`config.mk`:
```
export PLATFORM = sky130hd
export DESIGN_NAME = vga_sync_receiver
export DESIGN_NICKNAME = d
export VERILOG_FILES = /design/src/rtl/vga_sync_receiver.sv
export SDC_FILE = /design/constraint.sdc
export NUM_CORES = 1
export LEC_CHECK = 0
export ABC_AREA = 0
export CORE_ASPECT_RATIO = 0.8
export CORE_MARGIN = 5
export CORE_UTILIZATION = 28
export DETAILED_ROUTE_END_ITERATION = 10
export MAX_ROUTING_LAYER = met4
export PLACE_DENSITY_LB_ADDON = 0.3
export SLEW_MARGIN = 0
export SYNTH_ARGS = -nofsm -noshare
export SYNTH_HDL_FRONTEND = slang
export SYNTH_SLANG_ARGS = --single-unit
```
`constraint.sdc`:
```
create_clock -name vga_clock -period 2.45 [get_ports vga_clock]
set_input_delay 0.3675 -clock vga_clock [delete_from_list [all_inputs] [get_ports vga_clock]]
set_output_delay 0.3675 -clock vga_clock [all_outputs]
set_load 0.01 [all_outputs]
```
`src/rtl/vga_sync_receiver.sv`:
```
// rtl/vga_sync_receiver.sv - VGA timing receiver: coordinate recovery, timing measurement and lock
module vga_sync_receiver #(
    parameter int H_TOTAL     = 800,
    parameter int V_TOTAL     = 525,
    parameter int H_ACTIVE    = 640,
    parameter int V_ACTIVE    = 480,
    parameter int COLOR_DEPTH = 9,
    parameter int LOCK_FRAMES = 2
) (
    input  logic                   vga_clock,
    input  logic                   resetn,
    input  logic                   hs_n,
    input  logic                   vs_n,
    input  logic                   blank_n,
    input  logic [COLOR_DEPTH-1:0] color_in,
    output logic [9:0]             rx_x,
    output logic [9:0]             rx_y,
    output logic [COLOR_DEPTH-1:0] rx_color,
    output logic                   pixel_valid,
    output logic                   frame_start,
    output logic                   locked,
    output logic                   timing_err,
    output logic [10:0]            h_period,
    output logic [9:0]             v_lines
);

    localparam logic [10:0] H_MAX     = 11'h7FF;
    localparam logic [9:0]  L_MAX     = 10'h3FF;
    localparam logic [10:0] H_TOT_L   = 11'(H_TOTAL);
    localparam logic [9:0]  H_ACT_L   = 10'(H_ACTIVE);
    localparam logic [9:0]  V_TOT_L   = 10'(V_TOTAL);
    localparam logic [9:0]  V_ACT_L   = 10'(V_ACTIVE);
    localparam logic [2:0]  LOCK_L    = 3'(LOCK_FRAMES);

    typedef enum logic [1:0] {
        ST_SEARCH  = 2'd0,
        ST_MEASURE = 2'd1,
        ST_LOCKED  = 2'd2
    } state_t;

    // stage 1 samples and their previous values
    logic                   hs_q, vs_q, blank_q;
    logic                   hs_qq, vs_qq, blank_qq;
    logic [COLOR_DEPTH-1:0] color_q;

    // timing counters
    logic [10:0] hcnt;
    logic [9:0]  line_cnt;
    logic [9:0]  act_cnt;
    logic [9:0]  pix_cnt;

    // fsm
    state_t      state, state_next;
    logic [2:0]  good_cnt, good_next;
    logic        err_now;
    logic        fs_now;

    // combinational helpers
    logic        hs_fall, vs_fall, blank_rise, blank_fall;
    logic [10:0] h_meas;
    logic [9:0]  lines_seen;
    logic [9:0]  act_seen;
    logic [9:0]  x_now;
    logic [9:0]  x_next;
    logic        line_bad, pix_bad, frame_bad, any_bad;

    // Stage 1: register the raw link; reset values look like idle blanking so no false edge follows reset
    always_ff @(posedge vga_clock or negedge resetn) begin
        if (!resetn) begin
            hs_q     <= 1'b1;
            vs_q     <= 1'b1;
            blank_q  <= 1'b0;
            hs_qq    <= 1'b1;
            vs_qq    <= 1'b1;
            blank_qq <= 1'b0;
            color_q  <= '0;
        end else begin
            hs_q     <= hs_n;
            vs_q     <= vs_n;
            blank_q  <= blank_n;
            hs_qq    <= hs_q;
            vs_qq    <= vs_q;
            blank_qq <= blank_q;
            color_q  <= color_in;
        end
    end

    assign hs_fall    = hs_qq & ~hs_q;
    assign vs_fall    = vs_qq & ~vs_q;
    assign blank_rise = ~blank_qq & blank_q;
    assign blank_fall = blank_qq & ~blank_q;

    // Measured values include the edge happening this cycle, so a coincident hs/vs fall counts that line
    assign h_meas     = (hcnt == H_MAX) ? H_MAX : hcnt + 11'd1;
    assign lines_seen = (hs_fall && line_cnt != L_MAX) ? line_cnt + 10'd1 : line_cnt;
    assign act_seen   = (blank_fall && act_cnt != L_MAX) ? act_cnt + 10'd1 : act_cnt;
    assign x_now      = blank_rise ? 10'd0 : pix_cnt;
    assign x_next     = (x_now == L_MAX) ? L_MAX : x_now + 10'd1;

    // Timing checks against the nominal mode; all use pre-clear counter values
    assign line_bad  = hs_fall && (h_meas != H_TOT_L);
    assign pix_bad   = blank_fall && (pix_cnt != H_ACT_L);
    assign frame_bad = vs_fall && ((lines_seen != V_TOT_L) || (act_seen != V_ACT_L));
    assign any_bad   = line_bad | pix_bad | frame_bad;

    // Line, frame and active-region counters; all saturate instead of wrapping
    always_ff @(posedge vga_clock or negedge resetn) begin
        if (!resetn) begin
            hcnt     <= '0;
            line_cnt <= '0;
            act_cnt  <= '0;
            pix_cnt  <= '0;
        end else begin
            hcnt     <= hs_fall ? 11'd0 : h_meas;
            line_cnt <= vs_fall ? 10'd0 : lines_seen;
            act_cnt  <= vs_fall ? 10'd0 : act_seen;
            if (blank_q) begin
                pix_cnt <= x_next;
            end
        end
    end

    // FSM state register
    always_ff @(posedge vga_clock or negedge resetn) begin
        if (!resetn) begin
            state    <= ST_SEARCH;
            good_cnt <= '0;
        end else begin
            state    <= state_next;
            good_cnt <= good_next;
        end
    end

    // FSM next state: search for a frame boundary, count clean frames, drop out on any error
    always_comb begin
        state_next = state;
        good_next  = good_cnt;
        err_now    = 1'b0;
        fs_now     = 1'b0;
        case (state)
            ST_SEARCH: begin
                if (vs_fall) begin
                    state_next = ST_MEASURE;
                    good_next  = '0;
                end
            end
            ST_MEASURE: begin
                err_now = any_bad;
                if (any_bad) begin
                    state_next = ST_SEARCH;
                    good_next  = '0;
                end else if (vs_fall) begin
                    if (good_cnt + 3'd1 >= LOCK_L) begin
                        state_next = ST_LOCKED;
                        good_next  = '0;
                    end else begin
                        good_next = good_cnt + 3'd1;
                    end
                end
            end
            ST_LOCKED: begin
                err_now = any_bad;
                fs_now  = vs_fall && !any_bad;
                if (any_bad) begin
                    state_next = ST_SEARCH;
                    good_next  = '0;
                end
            end
            default: begin
                state_next = ST_SEARCH;
                good_next  = '0;
            end
        endcase
    end

    // Stage 2: registered outputs, two cycles after the input sample
    always_ff @(posedge vga_clock or negedge resetn) begin
        if (!resetn) begin
            rx_x        <= '0;
            rx_y        <= '0;
            rx_color    <= '0;
            pixel_valid <= 1'b0;
            frame_start <= 1'b0;
            locked      <= 1'b0;
            timing_err  <= 1'b0;
            h_period    <= '0;
            v_lines     <= '0;
        end else begin
            rx_x        <= x_now;
            rx_y        <= act_cnt;
            rx_color    <= color_q;
            pixel_valid <= (state == ST_LOCKED) && blank_q;
            frame_start <= fs_now;
            locked      <= (state_next == ST_LOCKED);
            timing_err  <= err_now;
            if (hs_fall) begin
                h_period <= h_meas;
            end
            if (vs_fall) begin
                v_lines <= lines_seen;
            end
        end
    end

endmodule

```
=== Word-level counts from Yosys, hierarchy flattened ===
Index checks and enable logic that the tools add are counted.

* Flip-flop bits (word level): 115
* Input port bits: 14
* Output and inout bits: 54
* Word-level logic and storage cells: 86

* Add/sub/neg operators: 5
* Order comparisons: 1
* Eq/ne operators: 14
* Muxes and demuxes: 22
* Bitwise gates (word level): 10
* Reductions and logical operators: 12

{| class="wikitable"
|+ Operators by type and width
! kind !! count
|-
| $mux 10 || 6
|-
| $ne 10x10->1 const B || 4
|-
| $add 10x1->10 const B || 3
|-
| $mux 11 || 2
|-
| $mux 3 || 5
|-
| $add 11x1->11 const B || 1
|-
| $eq 11x11->1 const B || 1
|-
| $ne 11x10->1 const B || 1
|-
| $eq 10x10->1 const B || 1
|-
| $mux 2 || 5
|-
| $ne 10x9->1 const B || 1
|-
| $pmux 3 s3 || 1
|-
| $logic_and 1x1->1 || 7
|-
| $pmux 2 s3 || 1
|-
| $and 1x1->1 || 4
|-
| $eq 2x2->1 const B || 2
|-
| $ne 2x2->1 const B || 2
|-
| $not 1->1 || 4
|-
| $add 3x1->3 const B || 1
|-
| $ge 3x2->1 const B || 1
|-
| $ne 3x3->1 const B || 1
|-
| $reduce_and 3->1 || 1
|-
| $eq 2x1->1 const B || 1
|-
| $logic_not 2->1 || 1
|-
| 5 further kinds || 7
|}

=== Logic depth before layout (Yosys ltp) ===
Gate-level depths: netlist of the first run.

* Depth in word-level cells: 11
* Depth in mapped cells: 13

=== Least setup slack after synthesis of the first run ===
No wires, ideal clock.

* Kind: register to register
* From: register blank_q
* To: register pix_cnt[3]
* Library setup time: 0.078 ns
* Arrival: 2.519 ns
* Required time: 2.372 ns
* Slack: -0.146 ns
* Stages on the path, launching flop included: 13
* Buffers on the path: 2
* Period minus slack after synthesis: 2.596 ns
* Cell sequence: dfrtp_1 -> clkbuf_1 -> nand2b_1 -> clkbuf_1 -> and2_2 -> ha_1 -> nand4_1 -> nor3_1 -> and4_1 -> nand2_1 -> o21ai_1 -> o21ai_0 -> a21oi_1

* Longest elaborated chain between the ends: 4

{| class="wikitable"
|+ RTL lines
! element !! RTL line !! text
|-
| start: declaration || 42 || <nowiki>logic hs_q, vs_q, blank_q;</nowiki>
|-
| start signal: assignment || 80 || <nowiki>blank_q <= blank_n;</nowiki>
|-
| $and 1x1->1 (*) || 90 || <nowiki>assign blank_rise = ~blank_qq & blank_q;</nowiki>
|-
| $mux 10 (*) || 97 || <nowiki>assign x_now = blank_rise ? 10'd0 : pix_cnt;</nowiki>
|-
| named net x_now[0] || 63 || <nowiki>logic [9:0] x_now;</nowiki>
|-
| $add 10x1->10 / $eq 10x10->1 (equally long branches) || 98 || <nowiki>assign x_next = (x_now == L_MAX) ? L_MAX : x_now + 10'd1;</nowiki>
|-
| $mux 10 (*) || 98 ||
|-
| end signal: assignment || 118 || <nowiki>pix_cnt <= x_next;</nowiki>
|-
| end: declaration || 50 || <nowiki>logic [9:0] pix_cnt;</nowiki>
|}

Mark *: on every way through the listed nets, which the timed path passes. The rest lies on a longest branch.
A chain may end at the register's enable or synchronous reset.

=== Final worst setup path of the first run ===
* From: register pix_cnt[0]
* To: register good_cnt[0]

* Longest elaborated chain between the ends: 6

{| class="wikitable"
|+ RTL lines
! element !! RTL line !! text
|-
| $ne 10x10->1 (*) || 102 || <nowiki>assign pix_bad = blank_fall && (pix_cnt != H_ACT_L);</nowiki>
|-
| $logic_and 1x1->1 (*) || 102 ||
|-
| $or 1x1->1 (*) (2 in a row) || 104 || <nowiki>assign any_bad = line_bad | pix_bad | frame_bad;</nowiki>
|-
| $ne 3x3->1 (no source line), or another cell as far along || -- ||
|-
| $reduce_and 3->1 (no source line) / $pmux 3 s3 (equally long branches) || -- ||
|-
| end signal: assignment || 130 || <nowiki>good_cnt <= good_next;</nowiki>
|-
| end: declaration || 54 || <nowiki>logic [2:0] good_cnt, good_next;</nowiki>
|}

Mark *: on every way between the ends. The rest lies on a longest branch, timed or not.

==> summary.txt, run 1 <==
Clock tree
  – H-tree depth: 4
  – CTS tree: yes
  – Clk buf depth: 2
  – Clock sinks: 115
  – Reg clk slew, reported paths: 0.05 ns
  – CTS root buf: clkbuf_16
  – Cts bufs inserted: 17
  – Worst-Skew Late Latency: 0.42 ns

Finish
  – Layout Nets: 616
  – # diodes: 0
  – Non-Filler Instances: 829
  – Area Overhead vs Synth: 42.8%
  – Fillers: 1,678
  – Share of cells above drive strength 1: 0.215

Power and ir drop
  – Leakage power: 3.10 nW
  – Pwr Total: 5.53 mW
  – Peak VDD IR: 0.000392 V
  – P per Cell Area: 796 nW/um^2

Timing
  – Max Slew Vio Count: 0
  – RSZ-0062 raised after global routing: yes
  – Final WS setup: -0.231 ns
  – Fmax achieved: 373 MHz
  – Fin. Hold Viols: 0
  – Smallest hold slack: 0.346 ns
  – Final setup fails: 7
  – Final min period: 2.68 ns
  – Clk_skew: 0.00653 ns
  – Slew headroom: 0.586
  – Worst-Margin Slew: 0.616 ns
  – Fin crit share: 1.09

Die
  – Die Y: 128 um
  – # rows: 43
  – Die ar.: 20,100 um^2
  – Die span in x: 157 um
  – Core ar.: 17,200 um^2
  – Boundary pin count: 68
  – Initial Util: 0.282

Outcome
  – Status: complete, but fails checks
  – Failing checks: setup timing

Yosys
  – Synthesized flop and latch total: 115
  – Syn_area_per_cell: 10.8 um^2
  – Cell Area, Synth: 4860 um^2
  – Area leader, netlist: dfrtp_1
  – Cells after Synth: 450
  – Asr flop ratio synth: 1.00
  – Synth top area share: 0.571
  – Top post-synthesis cells by area: dfrtp_1 57%, nor2_1 3.7%, nand2_1 3.3%
  – Cell variety after synth: 56
  – Post-synth top flop: dfrtp_1
  – Register area share after synthesis: 0.593
  – Number of warning messages in the yosys log: 0
  – Post-synth EDFFs: 0
  – Syn Nets: 474

Critical path
  – WP data arrival: 2.97 ns
  – Setup crit end kind: flip-flop
  – CP required: 2.74 ns
  – Crit-path max FO: 3
  – R2R depth: 9
  – CP startpoint kind: flip-flop
  – Crit Path Class: reg2reg

Hold path
  – Worst hold path cell count: 0
  – Worst hold-check path type: reg2reg

Routing
  – # DRC: 0
  – DR vias: 3,779
  – 1st-pass router iterations: 5
  – Final wirelength: 11,900 um
  – Antenna-violating nets left: 0
  – Vias per inst: 4.56
  – Initial DRC count: 173
  – Wire per inst: 14.3 um

GRT
  – Total Routing Usage GR: 0.126
  – Largest net degree at the start of global routing: 70
  – Gr ovfl total: 0
  – Number of antenna violations at the first check in global routing: 0
  – First-pass GRT wire length: 19,400 um
  – Vias in the first global route: 3,785

Placed design
  – Setup Slack @ Placement: -0.272 ns
  – Final HPWL DP: 8470 um
  – IO buf count: 67
  – Placer Congestion: 0.882
  – Dpl cells: 792

Job
  – Max Cap Viol: 0
## synth_stat cells, types with 3 or more instances
cell,instances
o211a_1,3
and3_1,9
a21oi_1,23
nand2b_1,6
xnor2_1,15
and4_1,5
nor2_1,48
dfstp_2,4
nor2b_1,4
nor3_1,10
xor2_1,9
nand4_1,8
nor4b_1,3
clkbuf_1,11
nand3_1,16
mux2i_1,4
inv_1,10
a21o_1,3
and2_1,10
o21ai_0,30
dfrtp_1,111
buf_2,5
ha_1,10
nand2_1,43
a31oi_1,5
nand3b_1,3
nor4_1,4
## final cells by class
class / count / area, um^2 / area share
Clock inverter: 10 / 108 / 0.0155
Clock buffer: 21 / 470 / 0.0678
Timing Repair Buffer: 142 / 1250 / 0.180
Inverter: 10 / 37.5 / 0.00541
Sequential cell: 115 / 2880 / 0.415
Tap cell: 225 / 282 / 0.0406
Multi-Input combinational cell: 306 / 1920 / 0.276
## cells in the final DEF (no fill, tap or decap), types with 3 or more instances in the layout
master	count
dfrtp_1	111
buf_4	74
clkdlybuf4s50_1	66
nor2_1	47
nand2_1	42
o21ai_0	30
a21oi_1	22
clkbuf_16	17
nand3_1	16
xnor2_1	15
and2_1	10
inv_1	10
ha_1	10
nor3_1	9
and3_1	9
xor2_1	9
nand4_1	8
nand2b_1	5
a31oi_1	5
and4_1	5
clkinv_2	5
nor2b_1	4
mux2i_1	4
dfstp_2	4
o211a_1	3
nand3b_1	3
nor4_1	3
a21o_1	3
nor4b_1	3
clkinvlp_4	3
clkbuf_8	3
## worst max-delay path, cell delays in order (launching register included)
cell and delay (ns):
dfrtp_1 0.37, or4_1 0.51, o41a_1 0.36, nor4b_2 0.22, nand4_1 0.13, o32ai_2 0.30
buf_4 0.18, a22o_1 0.14, nand2_1 0.07, mux2_2 0.28
## state kept, by name, indices dropped and copies added (netlist names), 2 cells and up
register	cells
rx_x	10
pix_cnt	10
act_cnt	10
line_cnt	10
rx_color	9
color_q	9
good_cnt	3
state	2
v_lines	10
hcnt	11
h_period	11
rx_y	10
## cell families (layout without fill, tap and decap cells)
| family | after synthesis | count (layout) | synth area share |
|---|---|---|---|
| buffers and inverters | 29 | 183 | 0.0250 |
| DFF | 115 | 115 | 0.593 |
| xor gates and xnor gates | 24 | 24 | 0.0432 |
| AOI/OAI and AO/OA | 82 | 82 | 0.106 |
| muxes | 5 | 5 | 0.0106 |
| and+or+nand+nor | 185 | 185 | 0.196 |
| adders and majority gates | 10 | 10 | 0.0257 |
## report_power, final
group	total, mW	leakage (nW)	switching [mW]	internal (mW)
clock	2.40	0.281	0.841	1.56
sequential	2.19	1.49	0.102	2.08
combinational	0.942	1.33	0.459	0.483
total	5.53	3.10	1.40	4.13
## metrics by stage
| step | area [um^2] | util | TNS (ns) |
|---|---|---|---|
| 6_report | 6940 | 0.403 | -0.962 |
| 5_1_grt | 6940 | 0.403 | -2.51 |
| 4_1_cts | 6890 | 0.400 | -0.908 |
| 3_5_place_dp | 6260 | 0.364 | -1.16 |
| 3_3_place_gp | 6260 | 0.364 | -0.421 |
| 2_1_floorplan | 4870 | - | -0.254 |
## per-layer routing
| metal | GRT usage | up-vias | wire length [um] |
|---|---|---|---|
| met5 | - | - | 0 |
| met1 | 0.174 | 1834 | 5950 |
| li1 | - | 1856 | - |
| met2 | 0.173 | 82 | 5260 |
| met3 | 0.0435 | 7 | 594 |
| met4 | 0.0420 | 0 | 92 |
## path summary, 6_finish.rpt
kind | to | start | slack, ns
worst min register to register | rx_color[2]$_DFF_PN0_ | color_q[2]$_DFF_PN0_ | 0.35
max in group asynchronous | vs_qq$_DFF_PN1_ | resetn | 1.25
worst max-delay path | good_cnt[0]$_DFFE_PN0P_ | pix_cnt[0]$_DFFE_PN0P_ | -0.23
worst min-delay path | rx_color[2]$_DFF_PN0_ | color_q[2]$_DFF_PN0_ | 0.35
min in group asynchronous | rx_color[4]$_DFF_PN0_ | resetn | 0.45
worst max register to register | good_cnt[0]$_DFFE_PN0P_ | pix_cnt[0]$_DFFE_PN0P_ | -0.23
## timing repair
action,4_1_cts,5_1_grt
buffers inserted,1,4
endpoints found under the setup margin,11,12
hold endpoints to repair,34,0
hold buffers,1,0
pin swaps,3,5
gates resized for setup,6,5
Note: power is estimated with default switching activity, not from simulation.
==> run 2: changes to the inputs <==
==> constraint.sdc (replaced) <==
create_clock -name vga_clock -period 2.45 [get_ports vga_clock]
set_input_delay 0.3675 -clock vga_clock [delete_from_list [all_inputs] [get_ports vga_clock]]
set_output_delay 0.3675 -clock vga_clock [all_outputs]
set_load 0.05 [all_outputs]
==> results of run 2 <==
The final DEF is identical to that of run 1. Status: complete, but fails checks: setup timing.
Main changes from that run: total power 5.53 mW -> 5.78 mW; worst IR drop on VDD 0.000392 V -> 0.000394 V
==> run 3: changes to the inputs <==
==> constraint.sdc (replaced) <==
create_clock -name vga_clock -period 2.45 [get_ports vga_clock]
set_input_delay 0.3675 -clock vga_clock [delete_from_list [all_inputs] [get_ports vga_clock]]
set_output_delay 0.3675 -clock vga_clock [all_outputs]
set_load 0.1 [all_outputs]
==> summary.txt, run 3 (synthesis results as in run 1) <==
Clock tree
  – Clk buf depth: 2 (unchanged)
  – Clock sinks: 115 (unchanged)
  – CTS root buf: clkbuf_16
  – H-tree depth: 4 (unchanged)
  – Worst-Skew Late Latency: 0.41 ns (about the same)
  – Cts bufs inserted: 17 (unchanged)
  – CTS tree: yes
  – Reg clk slew, reported paths: 0.05 ns (about the same)

Timing
  – Clk_skew: 0.00947 ns (+0.00294 ns)
  – Final setup fails: 7 (unchanged)
  – Fin crit share: 1.15 (+0.0605)
  – Final WS setup: -0.379 ns (-0.148 ns)
  – Final min period: 2.83 ns (+0.148 ns)
  – Fin. Hold Viols: 0 (unchanged)
  – Fmax achieved: 353 MHz (-5.2%)
  – Smallest hold slack: 0.346 ns (-0.0000960 ns)
  – Worst-Margin Slew: 0.545 ns (-0.0710 ns)
  – Max Slew Vio Count: 0 (unchanged)
  – Slew headroom: 0.637 (+0.0505)
  – RSZ-0062 raised after global routing: yes

Routing
  – Final wirelength: 11,900 um (+0.22%)
  – Vias per inst: 4.59 (+0.76%)
  – Wire per inst: 14.3 um (-0.26%)
  – Initial DRC count: 206 (+19%)
  – 1st-pass router iterations: 4 (-1)
  – DR vias: 3,826 (+1.2%)
  – # DRC: 0 (unchanged)
  – Antenna-violating nets left: 0 (unchanged)

Placed design
  – IO buf count: 67 (unchanged)
  – Setup Slack @ Placement: -0.296 ns (-0.0231 ns)
  – Placer Congestion: 0.857 (-2.8%)
  – Final HPWL DP: 8480 um (+0.15%)

Critical path
  – Setup crit end kind: flip-flop
  – Crit-path cells: or4_4 > o41a_1 > nor4b_2 > nand4_1 > o32ai_2 > buf_4 > o21ai_4 > or3_4 > nor4bb_2
  – WP data arrival: 3.12 ns (+0.15 ns)
  – Register-to-register setup slack: -0.38 ns (-0.15 ns)
  – CP required: 2.74 ns (about the same)
  – Crit Path Class: reg2reg
  – Crit-path max FO: 4 (+1)
  – R2R depth: 9 (unchanged)
  – CP startpoint kind: flip-flop
  – Crit path depth: 9 (unchanged)
  – Critical path's top delay family: simple AND/OR/NAND/NOR gates
  – Crit path largest cell delay: 0.54 ns (+0.03 ns)
  – Critical Path Slowest Stage Cell: or4_4
  – Buf/Inv on CP: 1 (unchanged)

GRT
  – Number of antenna violations at the first check in global routing: 0 (unchanged)
  – Largest net degree at the start of global routing: 44 (-37%)
  – Vias in the first global route: 3,912 (+3.4%)
  – First-pass GRT wire length: 19,600 um (+1.2%)
  – Total Routing Usage GR: 0.127 (+0.000901)
  – Gr ovfl total: 0 (unchanged)

Die
  – Die Y: 128 um (unchanged)
  – Boundary pin count: 68 (unchanged)
  – Initial Util: 0.282 (unchanged)
  – # rows: 43 (unchanged)
  – Die span in x: 157 um (unchanged)
  – Core ar.: 17,200 um^2 (unchanged)
  – Die ar.: 20,100 um^2 (unchanged)

Power and ir drop
  – Peak VDD IR: 0.000463 V
  – Leakage power: 3.21 nW (+3.4%)
  – P per Cell Area: 888 nW/um^2

Finish
  – Top Registers: h_period (11), hcnt (11)
  – Layout Nets: 619 (+0.49%)
  – Most frequent cells in the layout: 128 x buf_4, 111 x dfrtp_1, 47 x nor2_1
  – Area Overhead vs Synth: 40.9%
  – # diodes: 0 (unchanged)
  – Most common cell after layout, fill and taps aside: buf_4
  – Share of cells above drive strength 1: 0.311 (+0.0956)

Hold path
  – Worst hold path cell count: 0 (unchanged)
  – Worst hold-check path type: reg2reg

Job
  – Max Cap Viol: 0 (unchanged)

Outcome
  – Failing checks: setup timing
  – Status: complete, but fails checks
run 3: cell count changes in the layout (fill, tap and decap cells not counted), moves of 2 or more:
cell / change
buf_4: +54
buf_6: +2
clkbuf_1: +2
clkdlybuf4s50_1: -54
run 3: layer usage:
layer / global-route usage / part of all wire / vias to the layer above
met5: - / 0 / -
met4: 0.0405 / 0.013 / 0
met3: 0.0466 / 0.066 / 15
met2: 0.177 / 0.43 / 95
met1: 0.172 / 0.49 / 1853
li1: - / - / 1863
run 3: repair_timing:
item	CTS	global route
setup buffers	2	7
hold endpoints to repair	38	0
pin swaps	3	7
hold buffers	1	0
resized for setup	4	12
endpoints found under the setup margin	7	17
run 3: path summary, 6_finish.rpt:
path,startpoint,endpoint
max,pix_cnt[0]$_DFFE_PN0P_,locked$_DFF_PN0_
min,color_q[2]$_DFF_PN0_,rx_color[2]$_DFF_PN0_
max reg2reg,pix_cnt[0]$_DFFE_PN0P_,locked$_DFF_PN0_
min reg2reg,color_q[2]$_DFF_PN0_,rx_color[2]$_DFF_PN0_
max in group asynchronous,resetn,vs_qq$_DFF_PN1_
min in group asynchronous,resetn,color_q[7]$_DFF_PN0_
run 3: through the flow:
step	total power, mW	setup TNS, ns	cells	utilization	instance area [um^2]
floorplan	3.21	-0.254	450	-	4870
global placement	3.66	-0.443	791	0.356	6130
detailed placement	3.68	-0.871	791	0.356	6130
CTS	6.11	-1.09	826	0.392	6750
global route	6.35	-2.43	833	0.398	6850
finish	6.08	-1.48	833	0.398	6850
run 3: worst register-to-register path, cell delays in order (launching register included):
cell	delay (ns)
dfrtp_1	0.39
or4_4	0.54
o41a_1	0.37
nor4b_2	0.23
nand4_1	0.15
o32ai_2	0.22
buf_4	0.18
o21ai_4	0.07
or3_4	0.39
nor4bb_2	0.18
run 3: layout make-up:
class,instances,area (um^2)
clock buffer,22,464
clock inverter,10,108
fill,1661,10400
inverter,10,37.5
multi-input combinational,306,1920
sequential,115,2880
tap,225,282
timing repair buffer,145,1150
run 3: where the power goes:
group | switching (mW) | total (mW) | leakage [nW] | internal, mW
combinational | 1.05 | 1.50 | 1.44 | 0.456
sequential | 0.112 | 2.20 | 1.49 | 2.09
clock | 0.844 | 2.38 | 0.276 | 1.54
total | 2.00 | 6.08 | 3.21 | 4.08
